### config.mk
export PLATFORM = sky130hd
export DESIGN_NAME = udma_i2c_xfer_sched
export DESIGN_NICKNAME = d
export VERILOG_FILES = /design/src/rtl/udma_i2c_xfer_sched.sv
export SDC_FILE = /design/constraint.sdc
export NUM_CORES = 1
export LEC_CHECK = 0
export CAP_MARGIN = 20
export CORE_MARGIN = 4
export CORE_UTILIZATION = 37
export CTS_BUF_LIST = sky130_fd_sc_hd__clkbuf_16
export CTS_CLUSTER_DIAMETER = 30
export DETAILED_ROUTE_END_ITERATION = 8
export GPL_TIMING_DRIVEN = 0
export MAX_ROUTING_LAYER = met4
export PLACE_DENSITY = 0.66
export REMOVE_ABC_BUFFERS = 1
export SLEW_MARGIN = 20
export SYNTH_ARGS = -nofsm -noshare
export SYNTH_HDL_FRONTEND = slang
export SYNTH_SLANG_ARGS = --single-unit
export TNS_END_PERCENT = 1
### constraint.sdc
create_clock -name clk_i -period 5 [get_ports clk_i]
set_clock_uncertainty 0.15 [all_clocks]
set_input_delay 0.5 -clock clk_i [delete_from_list [all_inputs] [get_ports clk_i]]
set_output_delay 0.5 -clock clk_i [all_outputs]
set_load 0.01 [all_outputs]
### src/rtl/udma_i2c_xfer_sched.sv
// Job sequencer that drives the I2C uDMA cfg register bus: programs the RX/TX channels, polls for
// completion, collects the sticky NACK, and on timeout/abort resets and disables both channels.
module udma_i2c_xfer_sched #(
  parameter int L2_AWIDTH_NOAL = 12,
  parameter int TRANS_SIZE     = 16,
  parameter int TIMEOUT_W      = 16
) (
  input  logic                      clk_i,
  input  logic                      rst_i,
  input  logic                      job_valid_i,
  output logic                      job_ready_o,
  input  logic [L2_AWIDTH_NOAL-1:0] job_rx_addr_i,
  input  logic [TRANS_SIZE-1:0]     job_rx_size_i,
  input  logic [L2_AWIDTH_NOAL-1:0] job_tx_addr_i,
  input  logic [TRANS_SIZE-1:0]     job_tx_size_i,
  input  logic [TIMEOUT_W-1:0]      timeout_i,
  input  logic                      abort_i,
  output logic                      cfg_valid_o,
  output logic                      cfg_rwn_o,
  output logic [4:0]                cfg_addr_o,
  output logic [31:0]               cfg_data_o,
  input  logic [31:0]               cfg_data_i,
  input  logic                      cfg_ready_i,
  output logic                      busy_o,
  output logic                      done_o,
  output logic                      nack_o,
  output logic                      timeout_o,
  output logic                      err_o
);

  // Encoding order matters: each straight-line step advances to the next enum value.
  typedef enum logic [3:0] {
    S_IDLE, S_RXA, S_RXS, S_RXC, S_TXA, S_TXS, S_TXC, S_SETTLE,
    S_PTX, S_PRX, S_RDACK, S_RST1, S_RST0, S_RCLR_TX, S_RCLR_RX, S_DONE
  } state_e;

  typedef struct packed {
    logic        valid;
    logic        rwn;
    logic [4:0]  addr;
    logic [31:0] data;
  } acc_t;

  state_e                    state_r;
  acc_t                      acc_r;
  logic                      ready_r, busy_r, done_r, nack_r, tmo_r, err_r, pend_r;
  logic [L2_AWIDTH_NOAL-1:0] rx_addr_r, tx_addr_r;
  logic [TRANS_SIZE-1:0]     rx_size_r, tx_size_r;
  logic [TIMEOUT_W-1:0]      tmo_lim_r, cnt_r;

  // Cfg access issued on entry to each state; states without bus traffic get an idle bus.
  function automatic acc_t acc_f(input state_e s,
                                 input logic [L2_AWIDTH_NOAL-1:0] rxa,
                                 input logic [TRANS_SIZE-1:0]     rxs,
                                 input logic [L2_AWIDTH_NOAL-1:0] txa,
                                 input logic [TRANS_SIZE-1:0]     txs);
    acc_t a;
    a = '0;
    a.valid = 1'b1;
    case (s)
      S_RXA:     begin a.addr = 5'd0;  a.data = 32'(rxa);      end
      S_RXS:     begin a.addr = 5'd1;  a.data = 32'(rxs);      end
      S_RXC:     begin a.addr = 5'd2;  a.data = 32'h0000_0010; end
      S_TXA:     begin a.addr = 5'd4;  a.data = 32'(txa);      end
      S_TXS:     begin a.addr = 5'd5;  a.data = 32'(txs);      end
      S_TXC:     begin a.addr = 5'd6;  a.data = 32'h0000_0010; end
      S_PTX:     begin a.addr = 5'd6;  a.rwn  = 1'b1;          end
      S_PRX:     begin a.addr = 5'd2;  a.rwn  = 1'b1;          end
      S_RDACK:   begin a.addr = 5'd10; a.rwn  = 1'b1;          end
      S_RST1:    begin a.addr = 5'd9;  a.data = 32'h0000_0001; end
      S_RST0:    begin a.addr = 5'd9;  a.data = 32'h0000_0000; end
      S_RCLR_TX: begin a.addr = 5'd6;  a.data = 32'h0000_0020; end
      S_RCLR_RX: begin a.addr = 5'd2;  a.data = 32'h0000_0020; end
      default:   a = '0;
    endcase
    return a;
  endfunction

  function automatic acc_t acc_of(input state_e s);
    return acc_f(s, rx_addr_r, rx_size_r, tx_addr_r, tx_size_r);
  endfunction

  logic   retire_s, poll_st_s, tmo_hit_s, abort_hit_s, stop_s, chan_busy_s, unused_s;
  state_e adv_s;

  assign retire_s    = acc_r.valid & cfg_ready_i;
  assign poll_st_s   = (state_r == S_SETTLE) || (state_r == S_PTX) || (state_r == S_PRX);
  assign tmo_hit_s   = poll_st_s && (tmo_lim_r != '0) && (cnt_r == tmo_lim_r);
  assign abort_hit_s = abort_i && (state_r inside {S_RXA, S_RXS, S_RXC, S_TXA, S_TXS, S_TXC,
                                                   S_SETTLE, S_PTX, S_PRX, S_RDACK});
  assign stop_s      = pend_r | tmo_hit_s | abort_hit_s;
  assign chan_busy_s = (cfg_data_i[5:4] != 2'b00);
  assign adv_s       = state_e'(state_r + 4'd1);
  assign unused_s    = ^{cfg_data_i[31:6], cfg_data_i[3:1]};

  // Job sequencing FSM with registered bus and status outputs.
  always_ff @(posedge clk_i or posedge rst_i) begin
    if (rst_i) begin
      state_r   <= S_IDLE;
      acc_r     <= '0;
      ready_r   <= 1'b1;
      busy_r    <= 1'b0;
      done_r    <= 1'b0;
      nack_r    <= 1'b0;
      tmo_r     <= 1'b0;
      err_r     <= 1'b0;
      pend_r    <= 1'b0;
      rx_addr_r <= '0;
      tx_addr_r <= '0;
      rx_size_r <= '0;
      tx_size_r <= '0;
      tmo_lim_r <= '0;
      cnt_r     <= '0;
    end else begin
      if (tmo_hit_s) begin
        tmo_r  <= 1'b1;
        pend_r <= 1'b1;
      end
      if (abort_hit_s) begin
        err_r  <= 1'b1;
        pend_r <= 1'b1;
      end
      if (poll_st_s && (cnt_r != {TIMEOUT_W{1'b1}})) cnt_r <= cnt_r + TIMEOUT_W'(1);
      case (state_r)
        S_IDLE: begin
          if (job_valid_i) begin
            rx_addr_r <= job_rx_addr_i;
            rx_size_r <= job_rx_size_i;
            tx_addr_r <= job_tx_addr_i;
            tx_size_r <= job_tx_size_i;
            tmo_lim_r <= timeout_i;
            nack_r    <= 1'b0;
            tmo_r     <= 1'b0;
            err_r     <= ~|job_tx_size_i;
            pend_r    <= 1'b0;
            cnt_r     <= '0;
            ready_r   <= 1'b0;
            busy_r    <= 1'b1;
            if (job_tx_size_i == '0) begin
              state_r <= S_DONE;
              done_r  <= 1'b1;
            end else if (job_rx_size_i == '0) begin
              state_r <= S_TXA;
              acc_r   <= acc_f(S_TXA, job_rx_addr_i, job_rx_size_i, job_tx_addr_i, job_tx_size_i);
            end else begin
              state_r <= S_RXA;
              acc_r   <= acc_f(S_RXA, job_rx_addr_i, job_rx_size_i, job_tx_addr_i, job_tx_size_i);
            end
          end
        end
        S_RXA, S_RXS, S_RXC, S_TXA, S_TXS: begin
          if (retire_s) begin
            state_r <= stop_s ? S_RST1 : adv_s;
            acc_r   <= acc_of(stop_s ? S_RST1 : adv_s);
          end
        end
        S_TXC: begin
          if (retire_s) begin
            state_r <= stop_s ? S_RST1 : S_SETTLE;
            acc_r   <= acc_of(stop_s ? S_RST1 : S_SETTLE);
            cnt_r   <= '0;
          end
        end
        S_SETTLE: begin
          if (stop_s) begin
            state_r <= S_RST1;
            acc_r   <= acc_of(S_RST1);
          end else if (cnt_r == TIMEOUT_W'(1)) begin
            state_r <= S_PTX;
            acc_r   <= acc_of(S_PTX);
          end
        end
        // A busy channel leaves the read request asserted, which reissues the poll.
        S_PTX, S_PRX: begin
          if (retire_s) begin
            if (stop_s) begin
              state_r <= S_RST1;
              acc_r   <= acc_of(S_RST1);
            end else if (!chan_busy_s) begin
              state_r <= ((state_r == S_PRX) || (rx_size_r == '0)) ? S_RDACK : S_PRX;
              acc_r   <= acc_of(((state_r == S_PRX) || (rx_size_r == '0)) ? S_RDACK : S_PRX);
            end
          end
        end
        S_RDACK: begin
          if (retire_s) begin
            nack_r  <= cfg_data_i[0];
            state_r <= stop_s ? S_RST1 : S_DONE;
            acc_r   <= acc_of(stop_s ? S_RST1 : S_DONE);
            done_r  <= ~stop_s;
          end
        end
        S_RST1, S_RST0, S_RCLR_TX, S_RCLR_RX: begin
          if (retire_s) begin
            state_r <= adv_s;
            acc_r   <= acc_of(adv_s);
            done_r  <= (state_r == S_RCLR_RX);
          end
        end
        S_DONE: begin
          done_r  <= 1'b0;
          ready_r <= 1'b1;
          busy_r  <= 1'b0;
          state_r <= S_IDLE;
        end
        default: begin
          state_r <= S_IDLE;
          acc_r   <= '0;
        end
      endcase
    end
  end

  assign job_ready_o = ready_r;
  assign cfg_valid_o = acc_r.valid;
  assign cfg_rwn_o   = acc_r.rwn;
  assign cfg_addr_o  = acc_r.addr;
  assign cfg_data_o  = acc_r.data;
  assign busy_o      = busy_r;
  assign done_o      = done_r;
  assign nack_o      = nack_r;
  assign timeout_o   = tmo_r;
  assign err_o       = err_r;

endmodule

==> metrics <==
status completed; WP data arrival slightly below 5000 ps; Critical Path RT 5160 ps; die height approximately 150 µm; Cell Area, Placed approximately 9000 µm²; fin crit period 4710 ps; CTS tree done; Clock Path Buffers 2; clock slew at reported path FFs 60 ps; drt first pass iters 5; Tot GR Track Use 21.2%; final hold slack roughly 340 ps; Initial Utilization 38.0%; first-pass GRT wire length about 39,000 µm; crit-path cells clkinv_1 > ha_2 > nor3_2 > o21ai_1 > a31oi_2 > o21a_2 > o21ai_2 > a311o_1 > a32o_1; asr flop ratio synth 100%; CP endpoint kind flop; Crit-path slowest cell dfrtp_1; Hold Crit Class reg2reg; mean area per synthesized cell 8.47 µm²; GP Congestion a little over 0.9; WS Path Type reg2reg; Post-Synthesis Cells between 900 and 1,000; Root Buffer clkbuf_16; die width about 150 µm; Post-Syn Area about 7800 µm²; area added between synthesis and finish 22.8%; post-synthesis register bit count around 120; Pwr Density 243 nW/µm²; final core occ 46.7%; finished layout cell area 9570 µm²; top-count cell post-synth nand2_1; Num CTS Buffers 17; power share of the clock group 53.1%; final period utilization between 90% and 100%; initial DRC count 734; DPL Wire Length 17,200 µm; # setup viols final 0; Post-synth EDFFs 0; Max-cap violations 0; top post-synthesis cells by area dfrtp_1 39%, nand2_1 12%, mux2i_1 2.8%, xor2_1 2.5%, nor2_1 2.4%; CTS hold repair buffers 0; register area share after synthesis roughly 40%; Yosys warnings 0; Synth top cells by count 256 x nand2_1, 120 x dfrtp_1, 50 x nor2_1; via/cell ratio roughly 5.7; Worst Setup Start Kind flop; GR Overflow Total 0; Logic pwr share 4.7%; Fill cells between 1,500 and 2,000; setup bufs post-CTS 0; Multi-input gate area 4390 µm²; pin count of the biggest net entering global routing 63; clock sink count between 100 and 150; row count 52; Internal 1.81 mW; DRC violations left 0; Slew Viols, Final 0; Cell variety after synth between 80 and 90; Rel. slew slack between 20 and 30%; Hold Fails Final Rpt 0; Port Buffer Count 107; vias in the first global route 6,797; Leak 4.10 nW; Ports around 150; FF+latch area 3030 µm²; Synth Flop Type dfrtp_1; slew at the pin closest to its max-slew limit 1050 ps; Post-DRT Antenna Nets 0; Max VDD drop 0.000188 V; cell taking the most area after synthesis dfrtp_1; share of the synthesized area in the top cell type roughly 39%; register share of total power 42.2%; DIE AREA 23,400 µm²; clock latency on the worst-skew pair 430 ps; Achievable Freq ~210 MHz; switching power 0.512 mW; layout cells sized above 1 8.21%; unrepaired setup endpoints after global routing no; n_diodes 0; total wire length 24,800 µm; WL/cell 19.5 µm; via count of the routed design 7,279; area of the core ~20,000 µm²; CTS H-Tree Depth 4; Worst path max stage delay 740 ps; initial antenna violation count 0; nets 1,107; CP max FO 31; Sw Ratio 22.0%
[path summary, 6_finish.rpt]
| check | startpoint | end | slack, ps | cells after the start |
|---|---|---|---|---|
| min in group asynchronous | rst_i | tx_size_r[11]$_DFFE_PP0P_ | 390 | 2 |
| hold reg to reg | cfg_data_o[9]$_DFFE_PP0P_ | cfg_data_o[9]$_DFFE_PP0P_ | 340 | 1 |
| setup reg to reg | state_r[0]$_DFFE_PP0P_ | cfg_data_o[4]$_DFFE_PP0P_ | 290 | 9 |
| setup / recovery | state_r[0]$_DFFE_PP0P_ | cfg_data_o[4]$_DFFE_PP0P_ | 290 | 9 |
| max in group asynchronous | rst_i | cfg_addr_o[3]$_DFFE_PP0P_ | 3580 | 3 |
| hold / removal | cfg_data_o[9]$_DFFE_PP0P_ | cfg_data_o[9]$_DFFE_PP0P_ | 340 | 1 |
[cell type report]
| cell class | instances | share of cell area [%] |
|---|---|---|
| Sequential cell | 121 | 31.7 |
| Timing Repair Buffer | 115 | 12.5 |
| Tap cell | 270 | 3.53 |
| Multi-Input combinational cell | 726 | 45.9 |
| Clock inverter | 12 | 1.60 |
| Clock buffer | 17 | 4.45 |
| Inverter | 8 | 0.366 |
[worst max-delay path: cells and delay by family, from the launching register on]
family / cells / cell delay, ps
simple gates: 1 / 350
compound gates: 6 / 2190
flops: 1 / 740
buf+inv: 1 / 540
fa+ha+maj: 1 / 600
[cells by family after synthesis]
kind of cell	count (synthesis)	synth area share [%]
muxes	37	5.62
adders and majority gates	9	1.45
xor gates and xnor gates	38	4.47
buffers and inverters	89	6.14
AOI/OAI and AO/OA	196	18.3
DFF	121	38.9
and+or+nand+nor	429	25.1
other	1	0.0481
[per-layer routing]
layer / global-route usage (%) / up-vias / wire length [µm]
li1: - / 3370 / -
met1: 30.0 / 3525 / 11100
met2: 31.1 / 348 / 11200
met3: 4.04 / 36 / 1930
met4: 5.69 / 0 / 481
met5: - / - / 0
[power groups by stage]
| stage | Combinational [mW] | Sequential (mW) | Clock [mW] |
|---|---|---|---|
| 2_1_floorplan | 0.0252 | 0.997 | 0 |
| 3_3_place_gp | 0.107 | 0.997 | 0 |
| 3_5_place_dp | 0.110 | 0.997 | 0 |
| 4_1_cts | 0.111 | 0.980 | 1.24 |
| 5_1_grt | 0.118 | 0.979 | 1.29 |
| 6_report | 0.110 | 0.980 | 1.23 |
[per-stage QoR]
step           setup slack, ps  cells  TNS (ps)  power (mW)
5_1_grt                    108   1269         0        2.39
2_1_floorplan              700    855         0        1.02
3_5_place_dp              81.3   1240         0        1.11
3_3_place_gp             -1020   1232   -106760        1.10
4_1_cts                   62.5   1269         0        2.33
6_report                   293   1269         0        2.32
[registers in the layout, indices dropped and copies added (netlist names), 12 cells and up]
signal / count
rx_addr_r: 12
tmo_lim_r: 16
tx_size_r: 16
cfg_data_o: 16
tx_addr_r: 12
rx_size_r: 16
cnt_r: 16
[cell usage in the layout (no fill, tap or decap), types with 4 or more instances in the layout]
| cell type | n |
|---|---|
| dfrtp_1 | 120 |
| clkdlybuf4s50_1 | 107 |
| conb_1 | 17 |
| mux2i_1 | 22 |
| nor2_1 | 50 |
| o221ai_1 | 4 |
| mux2_2 | 4 |
| nor2b_1 | 6 |
| nor4_1 | 19 |
| and2_1 | 9 |
| o2bb2ai_1 | 18 |
| inv_1 | 6 |
| nor3_1 | 12 |
| o21ai_1 | 6 |
| nand4_1 | 12 |
| and3_1 | 6 |
| or3_1 | 5 |
| nand2_1 | 255 |
| a211oi_1 | 5 |
| a31oi_1 | 5 |
| a221oi_1 | 11 |
| clkbuf_16 | 17 |
| xor2_1 | 22 |
| mux2_4 | 10 |
| o32ai_1 | 7 |
| xnor2_1 | 12 |
| clkinvlp_4 | 5 |
| ha_1 | 8 |
| a22o_1 | 12 |
| o2111ai_1 | 5 |
| a21oi_1 | 30 |
| a22oi_1 | 18 |
| nand3_1 | 25 |
| o21ai_0 | 33 |
[what timing repair did]
item	in CTS	in global routing
resized for setup	0	1
setup endpoints to repair	0	2
hold endpoints to repair	0	0
Power figures use the tool's default switching activity.
==> RTL edit (config.mk and constraints unchanged) <==
The parameter `TRANS_SIZE` goes from 16 to 32.
--- a/src/rtl/udma_i2c_xfer_sched.sv
+++ b/src/rtl/udma_i2c_xfer_sched.sv
@@ -2,7 +2,7 @@
 // completion, collects the sticky NACK, and on timeout/abort resets and disables both channels.
 module udma_i2c_xfer_sched #(
   parameter int L2_AWIDTH_NOAL = 12,
-  parameter int TRANS_SIZE     = 16,
+  parameter int TRANS_SIZE     = 32,
   parameter int TIMEOUT_W      = 16
 ) (
   input  logic                      clk_i,
Ports: changed (resized job_rx_size_i and job_tx_size_i); port bits go from 154 to 186. No check against the original RTL was run, so the function may have changed too.
==> RTL edit against the unedited design <==
  * The flow now finishes with violations (DRC)
  * Core utilization up 0.37 points
  * Sequential cell count up 48
  * Cell count up 25%
  * Count of clock-buffer cells in the layout unchanged
  * Setup slack better by 98 ps
  * Critical path depth unchanged
  * Fmax up 2.1%
  * Synthesized area up 25%
  * Cell area up 28%
  * Global-route usage up 0.72 points
  * Routed wire length up 28%
  * First-iteration DRC count up 67%
  * Critical endpoint is now cfg_data_o[5]
Power is not compared: it rests on default switching activity, and its combinational part moved more than twofold at a synthesized area within 25%.
==> RTL edit: results <==
placed_design:
  gp_congestion: 0.885
  io_buffers: 155
  hpwl_mm: 22.0
  dpl-instance-area_um2: 11600
  dp_slack_ps: 111
  dp_cells: 1553
cells_and_area:
  final_layout_size_suffix_gt1_share_pct: 7.76
  nNetsFinal: 1387
  antenna_cells: 0
drt:
  drtIter0Drc: 1228
  wire_per_inst_um: 20.0
  viasPerCell: 5.81
  drc: 1
  firstDrtPassIters: 8
  via_count: 9202
worst_setup_path:
  max_stage_delay_ps: 730
  cp_slowest_cell: "dfrtp_1"
  r2r_cells: 9
  path_max_fanout: 27
  cp.arrival_ps: 4790
outcome:
  failed_checks: "DRC"
  status: "complete, but fails checks"
synthesis:
  yosysWarnings: 0
  synth.top_cells.by_area: "dfrtp_1 43%, nand2_1 14%, a22oi_1 4.2%"
  yosysUniqueCellTypes: 72
  avgSynthCellArea_um2: 8.60
  synth_ff_type: "dfrtp_1"
  synth.top_cells.by_count: "362 x nand2_1, 168 x dfrtp_1, 55 x a22oi_1, 55 x clkbuf_1, 39 x nor2_1"
  synth-edff-count: 0
  ys_seq_area_share_pct: 43.5
  synth-async-reset-ratio_pct: 100
clock_tree:
  cts-root-buf: "clkbuf_16"
  numCtsBuffers: 17
  htreeDepth: 4
  clockBufferDepth: 2
  clk_pin_slew_ps: 80
  insertion_delay_ps: 450
min_path:
  min_path_type: "flop to flop"
  holdPathStages: 2
global_route:
  grt_pass1_wl_mm: 48.5
  grt_max_degree: 93
  grt_usage_pct: 21.9
  grt_pass1_vias: 8543
  antenna_found_initial: 0
timing:
  tightest_slew_ps: 1070
power_and_ir_drop:
  power_leakage_nw: 5.20
  peakVddDrop_uv: 269
  p_switching_mw: 3.69
==> RTL edit: timing repair <==
item | CTS | global route
buffers inserted | 0 | 0
setup endpoints to repair | 0 | 37
gates resized for setup | 0 | 2
==> RTL edit: final timing paths <==
path,end,slack [ps],start
min in group asynchronous,tmo_lim_r[15],420,rst_i
min reg2reg,job_ready_o,310,job_ready_o
max,cfg_data_o[5],390,state_r[1]
min,job_ready_o,310,job_ready_o
max reg2reg,cfg_data_o[5],390,state_r[1]
max in group asynchronous,rx_addr_r[4],3440,rst_i
==> RTL edit: routing by layer <==
metal | vias up | track usage, % | share of wire, %
met1 | 4530 | 30.2 | 44
met4 | 0 | 6.70 | 2.4
met3 | 53 | 4.18 | 7.3
met2 | 378 | 32.8 | 46
li1 | 4241 | - | -
met5 | - | - | 0
==> RTL edit: kinds of logic (layout without fill, tap and decap cells) <==
group,count (synthesis),count (layout),synth area share (%)
AOI/OAI and AO/OA,243,243,17.6
xor gates and xnor gates,36,36,3.24
adders and majority gates,9,9,1.16
buffers and inverters,92,210,4.22
DFF,169,169,43.5
muxes,54,54,6.59
other,1,1,0.0385
and+or+nand+nor,528,528,23.7
==> RTL edit: layout make-up <==
type	count	area (µm²)
sequential	169	4230
fill	2535	13800
timing repair buffer	163	1720
tap	335	419
clock inverter	15	181
inverter	15	63.8
multi-input combinational	871	5180
clock buffer	17	425
==> RTL edit: power by group through the flow <==
| stage | registers [mW] | logic, mW | clock network, mW |
|---|---|---|---|
| finish | 2.68 | 3.92 | 1.36 |
| global route | 2.76 | 4.26 | 1.45 |
| CTS | 2.66 | 3.87 | 1.38 |
| detailed placement | 2.68 | 3.85 | 0 |
| global placement | 2.65 | 3.68 | 0 |
| floorplan | 2.49 | 2.57 | 0 |
==> RTL edit: worst max-delay path, delay by kind of cell (launching register included) <==
family | cells | cell delay (ps)
compound gates | 4 | 1940
flops | 1 | 730
mux | 1 | 340
fa+ha+maj | 1 | 490
simple gates | 2 | 640
buf+inv | 1 | 180
